### src/rtl/reg_pipe_pkg.sv
// -----------------------------------------------------------------------------
// reg_pipe_pkg
//
// Purpose : Shared constants and helpers for the reg_pipe_syn_ah register
//           pipeline and its stage flop.
// Contents: DEFAULT_WIDTH  - default data width in bits
//           DEFAULT_DEPTH  - default number of pipeline stages
//           occ_width()    - bit width of an occupancy count able to hold 0..depth
// -----------------------------------------------------------------------------
`timescale 1ns/1ps

package reg_pipe_pkg;

   localparam int unsigned DEFAULT_WIDTH = 8;
   localparam int unsigned DEFAULT_DEPTH = 4;

   // Width of a counter holding 0..depth inclusive, i.e. clog2(depth+1).
   // A depth of 0 is not a legal pipeline, but a 1-bit result keeps any
   // port declared with this function well formed.
   function automatic int unsigned occ_width(input int unsigned depth);
      return (depth < 1) ? 1 : $clog2(depth + 1);
   endfunction

endpackage : reg_pipe_pkg

### src/rtl/d_ff_pet_syn_ah.sv
// -----------------------------------------------------------------------------
// d_ff_pet_syn_ah
//
// Purpose : One WIDTH-bit positive-edge-triggered register with synchronous
//           active-high reset, synchronous clear and enable. Used as a single
//           data or valid stage of reg_pipe_syn_ah.
//
// Priority: reset_ah_in > clr_in > en_in > hold.
//
// Ports   : clk          in   clock, all updates on the rising edge
//           reset_ah_in  in   synchronous reset, loads RESET_VAL
//           clr_in       in   synchronous clear (flush), loads RESET_VAL
//           en_in        in   load d_in when high, hold when low
//           d_in         in   WIDTH-bit next value
//           q_out        out  WIDTH-bit registered value
// -----------------------------------------------------------------------------
`timescale 1ns/1ps

module d_ff_pet_syn_ah
   import reg_pipe_pkg::*;
#(
   parameter int unsigned      WIDTH     = DEFAULT_WIDTH,
   parameter logic [WIDTH-1:0] RESET_VAL = '0
) (
   input  logic             clk,
   input  logic             reset_ah_in,
   input  logic             clr_in,
   input  logic             en_in,
   input  logic [WIDTH-1:0] d_in,
   output logic [WIDTH-1:0] q_out
);

   // NOTE: sequential state is assigned with <= so every flop in the chain
   // samples its neighbour's pre-edge value; with = the order of evaluation
   // would decide whether a word skips stages.
   always_ff @(posedge clk) begin
      if (reset_ah_in) begin
         q_out <= RESET_VAL;
      end else if (clr_in) begin
         q_out <= RESET_VAL;
      end else if (en_in) begin
         q_out <= d_in;
      end
   end

endmodule : d_ff_pet_syn_ah

### src/rtl/reg_pipe_syn_ah.sv
// -----------------------------------------------------------------------------
// reg_pipe_syn_ah
//
// Purpose : Parametrised register pipeline of DEPTH stages, each holding a
//           WIDTH-bit data word and a valid bit, with global stall (enable),
//           flush and a registered occupancy count. Generic delay/retiming
//           line between datapath blocks.
//
// Priority at every rising edge: reset_ah_in > flush_in > en_in > hold.
//   reset : data = RESET_VAL, valid = 0, occupancy = 0
//   flush : valid = 0, occupancy = 0; data = RESET_VAL when
//           CLEAR_DATA_ON_FLUSH = 1, otherwise data holds. The input word on
//           a flush edge is never captured.
//   advance (en_in = 1): stage 0 takes {valid_in, d_in}, every other stage
//           takes its predecessor; the last stage's word drops out.
//   stall (en_in = 0): everything holds.
//
// Latency : DEPTH-1 enabled edges after capture; all outputs are registered.
//
// Ports   : clk          in   clock
//           reset_ah_in  in   synchronous active-high reset
//           en_in        in   advance enable (0 = stall)
//           flush_in     in   synchronous flush of all valid bits
//           valid_in     in   qualifies d_in
//           d_in         in   WIDTH-bit data into stage 0
//           valid_out    out  valid bit of the last stage
//           q_out        out  data of the last stage
//           occ_out      out  number of stages whose valid bit is set
// -----------------------------------------------------------------------------
`timescale 1ns/1ps

module reg_pipe_syn_ah
   import reg_pipe_pkg::*;
#(
   parameter int unsigned      WIDTH               = DEFAULT_WIDTH,
   parameter int unsigned      DEPTH               = DEFAULT_DEPTH,
   parameter logic [WIDTH-1:0] RESET_VAL           = '0,
   parameter bit               CLEAR_DATA_ON_FLUSH = 1'b0
) (
   input  logic                         clk,
   input  logic                         reset_ah_in,
   input  logic                         en_in,
   input  logic                         flush_in,
   input  logic                         valid_in,
   input  logic [WIDTH-1:0]             d_in,
   output logic                         valid_out,
   output logic [WIDTH-1:0]             q_out,
   output logic [occ_width(DEPTH)-1:0]  occ_out
);

   localparam int unsigned OCC_W = occ_width(DEPTH);

   // Per-stage next values and registered values.
   logic [WIDTH-1:0] data_d  [DEPTH];
   logic [WIDTH-1:0] data_q  [DEPTH];
   logic             valid_d [DEPTH];
   logic             valid_q [DEPTH];

   // A flush must not let the data shift: when data is not cleared it holds,
   // so the data enable is suppressed on flush edges. The valid flops see the
   // flush through their own clear, which already outranks the enable.
   logic data_clr;
   logic data_en;

   assign data_clr = flush_in & CLEAR_DATA_ON_FLUSH;
   assign data_en  = en_in & ~flush_in;

   // NOTE: every data stage is reset, not just the valid bits, because
   // RESET_VAL is observable on q_out straight after reset.
   for (genvar i = 0; i < DEPTH; i++) begin : g_stage
      if (i == 0) begin : g_head
         assign data_d[i]  = d_in;
         assign valid_d[i] = valid_in;
      end else begin : g_body
         assign data_d[i]  = data_q[i-1];
         assign valid_d[i] = valid_q[i-1];
      end

      d_ff_pet_syn_ah #(
         .WIDTH     (WIDTH),
         .RESET_VAL (RESET_VAL)
      ) u_data (
         .clk         (clk),
         .reset_ah_in (reset_ah_in),
         .clr_in      (data_clr),
         .en_in       (data_en),
         .d_in        (data_d[i]),
         .q_out       (data_q[i])
      );

      d_ff_pet_syn_ah #(
         .WIDTH     (1),
         .RESET_VAL (1'b0)
      ) u_valid (
         .clk         (clk),
         .reset_ah_in (reset_ah_in),
         .clr_in      (flush_in),
         .en_in       (en_in),
         .d_in        (valid_d[i]),
         .q_out       (valid_q[i])
      );
   end : g_stage

   // Occupancy: incremental update instead of a popcount tree. One word in
   // and one word out per advance, so the count moves by at most one and can
   // only reach DEPTH when the last stage is valid, which makes the
   // increment-and-drop cancel; the counter therefore never wraps.
   logic [OCC_W-1:0] occ_q;
   logic [OCC_W-1:0] occ_next;

   // NOTE: occ_next gets its default first, so no path through this block
   // leaves it unassigned and no latch is inferred.
   always_comb begin
      occ_next = occ_q;
      if (en_in) begin
         occ_next = occ_q + OCC_W'(valid_in) - OCC_W'(valid_q[DEPTH-1]);
      end
   end

   always_ff @(posedge clk) begin
      if (reset_ah_in) begin
         occ_q <= '0;
      end else if (flush_in) begin
         occ_q <= '0;
      end else begin
         occ_q <= occ_next;
      end
   end

   assign valid_out = valid_q[DEPTH-1];
   assign q_out     = data_q[DEPTH-1];
   assign occ_out   = occ_q;

endmodule : reg_pipe_syn_ah

### config.mk
export PLATFORM = sky130hd
export DESIGN_NAME = reg_pipe_syn_ah
export DESIGN_NICKNAME = d
export VERILOG_FILES = /design/src/rtl/reg_pipe_pkg.sv /design/src/rtl/d_ff_pet_syn_ah.sv /design/src/rtl/reg_pipe_syn_ah.sv
export SDC_FILE = /design/constraint.sdc
export NUM_CORES = 1
export LEC_CHECK = 0
export CAP_MARGIN = 15
export CORE_UTILIZATION = 53
export DETAILED_ROUTE_END_ITERATION = 10
export PLACE_DENSITY = 0.82
export SLEW_MARGIN = 30
export SYNTH_ARGS = -nofsm -noshare
export SYNTH_HDL_FRONTEND = slang
export SYNTH_HIERARCHICAL = 1
export SYNTH_SLANG_ARGS = --single-unit
### constraint.sdc
create_clock -name clk -period 4.19 [get_ports clk]
set_input_delay 0.838 -clock clk [delete_from_list [all_inputs] [get_ports clk]]
set_output_delay 0.838 -clock clk [all_outputs]
set_load 0.01 [all_outputs]
==> flow_summary_export.csv, run 1 <==
group,metric,value,unit
run_status,status,"finished clean",
clocking,ctsHoldBuffers,0,
die,die_w,55.8,um
synthesis,syn_inst,140,
routing,drtIter0Drc,21,
clocking,htreeDepth,2,
die,fp-row-count,19,
synthesis,yosysSeqAreaShare,50.8,%
sta,grt_setup_unrepaired,"false",
hold_path,min_path_cells,2,
setup_path,critPathSlowestCell,"clkdlybuf4s50_1",
sta,skew,0.00219,ns
sta,slew_violations,0,
hold_path,hp-class,"flop to flop",
hold_path,holdPathEnd,"g_stage[3].u_data/q_out[5]$_SDFFE_PP0P_",
synthesis,synth-edff-count,0,
synthesis,synth_top_area_share,50.8,%
routing,viasPerCell,5.13,
die,core-area,2760,um^2
setup_path,worst_ep_required_time,4.43,ns
die,ioPinCount,25,
routing,final_antenna_net_count,0,
synthesis,synthTopCellsByArea,"dfxtp_1 51%, mux2i_1 24%, nor2_1 8.1%",
setup_path,reg2regPathDepth,9,
synthesis,yosysWarnings,6,
grt,antenna_found_initial,0,
routing,remaining_drc_errors,0,
synthesis,synthMostInstantiatedCell,"dfxtp_1",
synthesis,synthesis.area,1540,um^2
hold_path,min_from,"g_stage[3].u_data/q_out[5]$_SDFFE_PP0P_",
synthesis,synth_area_leader_cell,"dfxtp_1",
clocking,cts_setup_buffers,0,
synthesis,synth.area.mux_share,24.1,%
grt,grt_overflow,0,
synthesis,ys_seq_elements,39,
sta,setup_viol,0,
grt,grt_pass1_wl,4460,um
synthesis,ys.flop_type,"dfxtp_1",
layout,num_antenna_cells,0,
clocking,path_clk_slew,0.11,ns
clocking,cts.sinks,39,
die,dieArea,3120,um^2
synthesis,synthAdderAreaFrac,2.93,%
place,dp_cells,191,
routing,vias,1020,
sta,tns,0,ns
synthesis,synth_cell_type_count,17,
routing,post_drt_wl_per_cell,12.7,um
job,cap_viol_max_count,0,
grt,grt_max_degree,22,
power_and_ir_drop,vdd_drop_max,0.288,mV
clocking,insertion_delay,0.34,ns
grt,grt_pass1_vias,1001,
sta,fin_crit_sh,62.0,%
synthesis,synthSimpleGateAreaFrac,13.4,%
setup_path,rr_startpoint,"occ_out[0]$_SDFFE_PP0P_",
sta,worst_pin_slew,0.490,ns
clocking,clock_path_buffers,2,
power_and_ir_drop,p_sw_share,22.3,%
synthesis,avgSynthCellArea,11.0,um^2
sta,relSlewSlack,66.5,%
setup_path,r2r_end,"occ_out[2]$_SDFFE_PP0P_",
synthesis,async_flop_share,0,%
synthesis,synth_common_cells,"39 x dfxtp_1, 37 x mux2i_1, 33 x nor2_1",
clocking,cts_resized,0,
power_and_ir_drop,switching_power,142,uW
setup_path,critPathKind,"input port to flop",
sta,layout_setup_ws,1.59,ns
place,dp_slack,1.24,ns
grt,track_usage,18.9,%
synthesis,synth_top_family_by_area,"multiplexers",
layout,instances_no_fill,199,
power_and_ir_drop,p_leak,0.692,nW
power_and_ir_drop,power_frac_comb,7.7,%
sta,fmax,385,MHz
die,initial_core_util,55.7,%
setup_path,setup.worst_path.start_class,"input port",
routing,wirelength,2540,um
sta,whs,0.510,ns
power_and_ir_drop,power_frac_clock,33.5,%
power_and_ir_drop,seqPwrFrac,58.8,%
setup_path,cp.arrival,2.83,ns
clocking,cts_buffers,5,
setup_path,r2r_slack,2.18,ns
sta,finalHoldViolCount,0,
setup_path,crit_chain,"clkdlybuf4s50_1 -> nor2b_4 -> buf_4 -> mux2i_1 -> nor2_1",
power_and_ir_drop,power_density,349,nW/um^2
synthesis,synth-compound-area-share,2.12,%
layout,area_growth,19.5,%
setup_path,critPathMaxStageDelay,0.77,ns
setup_path,crit_fanout,21,
sta,period_minus_slack,2.60,ns
die,chipHeight,55.8,um
layout,fin_nets,183,
clocking,cts_tree,"yes",
synthesis,synth_xor_area_share,0.570,%
place,dp_hpwl,1860,um
clocking,cts-root-buf,"clkbuf_4",
power_and_ir_drop,power.internal,498,uW
routing,firstDrtPassIters,4,
setup_path,endpoint_kind,"flop",
place,portBuffers,24,
place,gp_congestion,0.693,
layout,drive_above_1_share,8.33,%
## routing by layer
metal,track usage [%],wire length [um],vias to the layer above
met5,0,0,-
met4,10.5,55,0
met3,5.12,100,8
met2,32.7,1250,24
met1,21.1,1130,470
li1,-,-,518
## worst max path at each step
stage,start,to,slack [ns],cells after the start
final,en_in,g_stage[2].u_data/q_out[4]$_SDFFE_PP0P_,1.59,5
after global routing,en_in,g_stage[3].u_data/q_out[7]$_SDFFE_PP0P_,1.48,5
after CTS,en_in,g_stage[2].u_data/q_out[4]$_SDFFE_PP0P_,1.61,5
after detailed placement,en_in,g_stage[2].u_data/q_out[4]$_SDFFE_PP0P_,1.24,5
after global placement,en_in,g_stage[2].u_data/q_out[1]$_SDFFE_PP0P_,1.35,5
after floorplan,valid_in,occ_out[2]$_SDFFE_PP0P_,2.14,6
## power by group through the flow
stage          clock network, mW  registers [mW]  logic [mW]
2_1_floorplan                  0           0.384      0.0323
3_3_place_gp                   0           0.384      0.0477
3_5_place_dp                   0           0.385      0.0497
4_1_cts                    0.221           0.376      0.0499
5_1_grt                    0.239           0.377      0.0535
6_report                   0.214           0.376      0.0495
## critical path, delay by kind of cell
kind | cells | cell delay [ns]
muxes | 1 | 0.26
buffers and inverters | 2 | 1.18
and+or+nand+nor | 2 | 0.55
## cell families (layout without fill, tap and decap cells)
| group | Yosys count | count (layout) |
|---|---|---|
| compound gates | 3 | 3 |
| xor+xnor | 1 | 1 |
| fa+ha+maj | 3 | 3 |
| buf+inv | 12 | 37 |
| flops | 39 | 39 |
| mux | 37 | 37 |
| other cells | 1 | 4 |
| simple gates | 44 | 44 |
## stage by stage
| stage | utilization, % | power (mW) | area, um^2 |
|---|---|---|---|
| 2_1_floorplan | - | 0.417 | 1550 |
| 3_3_place_gp | 64.1 | 0.432 | 1770 |
| 3_5_place_dp | 64.1 | 0.434 | 1770 |
| 4_1_cts | 66.6 | 0.647 | 1840 |
| 5_1_grt | 66.6 | 0.670 | 1840 |
| 6_report | 66.6 | 0.640 | 1840 |
## flip-flops by register name, indices dropped and copies added, names as in the netlist
| name | flops |
|---|---|
| occ_out | 3 |
| g_stage.u_data/q_out | 32 |
| g_stage.u_valid/q_out | 4 |
## final cells by class
class | instances | area (um^2)
flip-flops and latches | 39 | 781
repair buffers | 25 | 248
fillers | 219 | 922
multi-input cells | 92 | 684
well taps | 31 | 38.8
inverters | 4 | 15.0
clock buffers | 8 | 68.8
## layout by cell type (no fill, tap or decap)
cell / instances
conb_1: 4
a2111oi_2: 1
ha_1: 2
a2111oi_0: 1
nor3_2: 4
nor3_1: 2
dfxtp_1: 39
a31o_1: 1
buf_4: 1
mux2i_1: 37
nor2_1: 33
xor2_1: 1
clkbuf_4: 5
inv_1: 4
nor2b_4: 1
clkbuf_8: 2
clkbuf_1: 1
clkdlybuf4s50_1: 24
or2_1: 4
fa_1: 1
Note: power is estimated with default switching activity, not from simulation.
==> run 2: changes to the inputs <==
Settings changed: CORE_UTILIZATION 53 to 51, PLACE_DENSITY 0.82 to 0.8.
Clock period 4.19 ns to 2.6 ns, I/O delays scaled along.
==> flow_summary_export.csv, run 2 (synthesis results as in run 1) <==
group,metric,value,unit
sta,finalHoldViolCount,0,
routing,post_drt_wl_per_cell,13.5,um
power_and_ir_drop,power,981,uW
place,dp_hpwl,2070,um
routing,remaining_drc_errors,4,
setup_path,cp.arrival,2.35,ns
clocking,ctsHoldBuffers,0,
setup_path,crit_fanout,3,
sta,grt_setup_unrepaired,"false",
die,fp-row-count,19,
clocking,insertion_delay,0.34,ns
sta,fin_crit_sh,79.4,%
die,chipHeight,56.9,um
clocking,htreeDepth,2,
clocking,cts_buffers,5,
sta,slew_violations,0,
layout,num_antenna_cells,0,
setup_path,critPathMaxStageDelay,0.38,ns
setup_path,setup.worst_path.start_class,"flop",
layout,area_growth,20.2,%
routing,wirelength,2720,um
routing,drtIter0Drc,23,
setup_path,endpoint_kind,"flop",
routing,firstDrtPassIters,7,
grt,antenna_found_initial,0,
die,core-area,2810,um^2
sta,relSlewSlack,66.5,%
power_and_ir_drop,p_leak,0.702,nW
die,ioPinCount,25,
layout,layout_commonest_cell,"dfxtp_1",
clocking,cts-root-buf,"clkbuf_4",
layout,fin_nets,185,
layout,largest_reg_flops,32,
die,initial_core_util,54.8,%
place,gp_congestion,0.786,
power_and_ir_drop,vdd_drop_max,0.401,mV
routing,viasPerCell,5.19,
clocking,cts_tree,"yes",
job,cap_viol_max_count,0,
setup_path,crit_chain,"inv_1 -> ha_1 -> inv_1 -> ha_1 -> inv_1 -> fa_1 -> xor2_1 -> a2111oi_2 -> a31o_1",
sta,setup_viol,0,
sta,worst_pin_slew,0.501,ns
place,portBuffers,24,
sta,fmax,484,MHz
routing,final_antenna_net_count,0,
grt,grt_overflow,0,
setup_path,critPathSlowestCell,"a2111oi_2",
grt,grt_pass1_vias,1023,
run_status,status,"finished, violations left",
clocking,cts_setup_buffers,0,
setup_path,cpMostUsedCell,"inv_1",
sta,skew,0.00643,ns
layout,final_cell_mix,"39 x dfxtp_1, 37 x mux2i_1, 33 x nor2_1, 24 x clkdlybuf4s50_1, 5 x clkbuf_4",
sta,tns,0,ns
clocking,cts.sinks,39,
grt,grt_max_degree,33,
clocking,cts_resized,0,
layout,regMostFlops,"g_stage.u_data/q_out",
layout,drive_above_1_share,10.0,%
setup_path,worst_ep_required_time,2.89,ns
run_status,violations,"DRC",
grt,track_usage,19.1,%
hold_path,hp-class,"flop to flop",
grt,grt_pass1_wl,4600,um
power_and_ir_drop,power_density,531,nW/um^2
clocking,path_clk_slew,0.11,ns
die,dieArea,3240,um^2
die,die_w,56.9,um
setup_path,critPathKind,"flop to flop",
clocking,clock_path_buffers,2,
sta,period_minus_slack,2.06,ns
routing,vias,1044,
[run 2: cell types whose count changed in the layout (fill, tap and decap cells not counted)]
cell | previous run | this run
clkinv_2 | 0 | 3
clkbuf_8 | 2 | 0
buf_12 | 0 | 1
buf_4 | 1 | 2
clkbuf_1 | 1 | 0
[run 2: worst max-delay path, delay by kind of cell (launching register included)]
kind | cells | cell delay [ns]
AO/OA/AOI/OAI | 2 | 0.52
flip-flops | 1 | 0.37
XOR/XNOR | 1 | 0.18
adder cells (fa/ha/maj) | 3 | 0.77
buffers and inverters | 3 | 0.17
[run 2: path summary, 6_finish.rpt]
| path | from | to | cells after the start | slack [ns] |
|---|---|---|---|---|
| setup / recovery | occ_out[0]$_SDFFE_PP0P_ | occ_out[2]$_SDFFE_PP0P_ | 9 | 0.54 |
| hold / removal | g_stage[0].u_data/q_out[4]$_SDFFE_PP0P_ | g_stage[0].u_data/q_out[4]$_SDFFE_PP0P_ | 2 | 0.51 |
| setup reg to reg | occ_out[0]$_SDFFE_PP0P_ | occ_out[2]$_SDFFE_PP0P_ | 9 | 0.54 |
| hold reg to reg | g_stage[0].u_data/q_out[4]$_SDFFE_PP0P_ | g_stage[0].u_data/q_out[4]$_SDFFE_PP0P_ | 2 | 0.51 |
[run 2: layout make-up]
class                      instances  area, um^2
sequential                        39         781
clock inverter                     3        15.0
multi-input combinational         92         684
tap                               31        38.8
inverter                           4        15.0
fill                             218         958
clock buffer                       5        37.5
timing repair buffer              27         275
[run 2: through the flow]
stage	worst slack [ns]	util (%)	hold slack (ns)	std cells	cell area, um^2
after detailed placement	0.216	64.0	0.485	193	1790
after global routing	0.376	65.8	0.533	201	1850
after floorplan	0.651	-	0.460	143	1550
after global placement	0.340	64.0	0.470	193	1790
final	0.536	65.8	0.505	201	1850
after CTS	0.520	65.8	0.509	201	1850
[run 2: where the power goes]
part           internal, mW  switching (mW)
clock                 0.101           0.187
sequential            0.602         0.00374
combinational        0.0444          0.0419
[run 2: per-layer routing]
| metal | up-vias | global-route usage, % | routed length [um] | part of all wire, % |
|---|---|---|---|---|
| li1 | 527 | - | - | - |
| met1 | 479 | 23.1 | 1230 | 45 |
| met2 | 28 | 31.3 | 1310 | 48 |
| met3 | 10 | 4.84 | 118 | 4.3 |
| met4 | 0 | 9.41 | 65 | 2.4 |
| met5 | - | 0 | 0 | 0 |
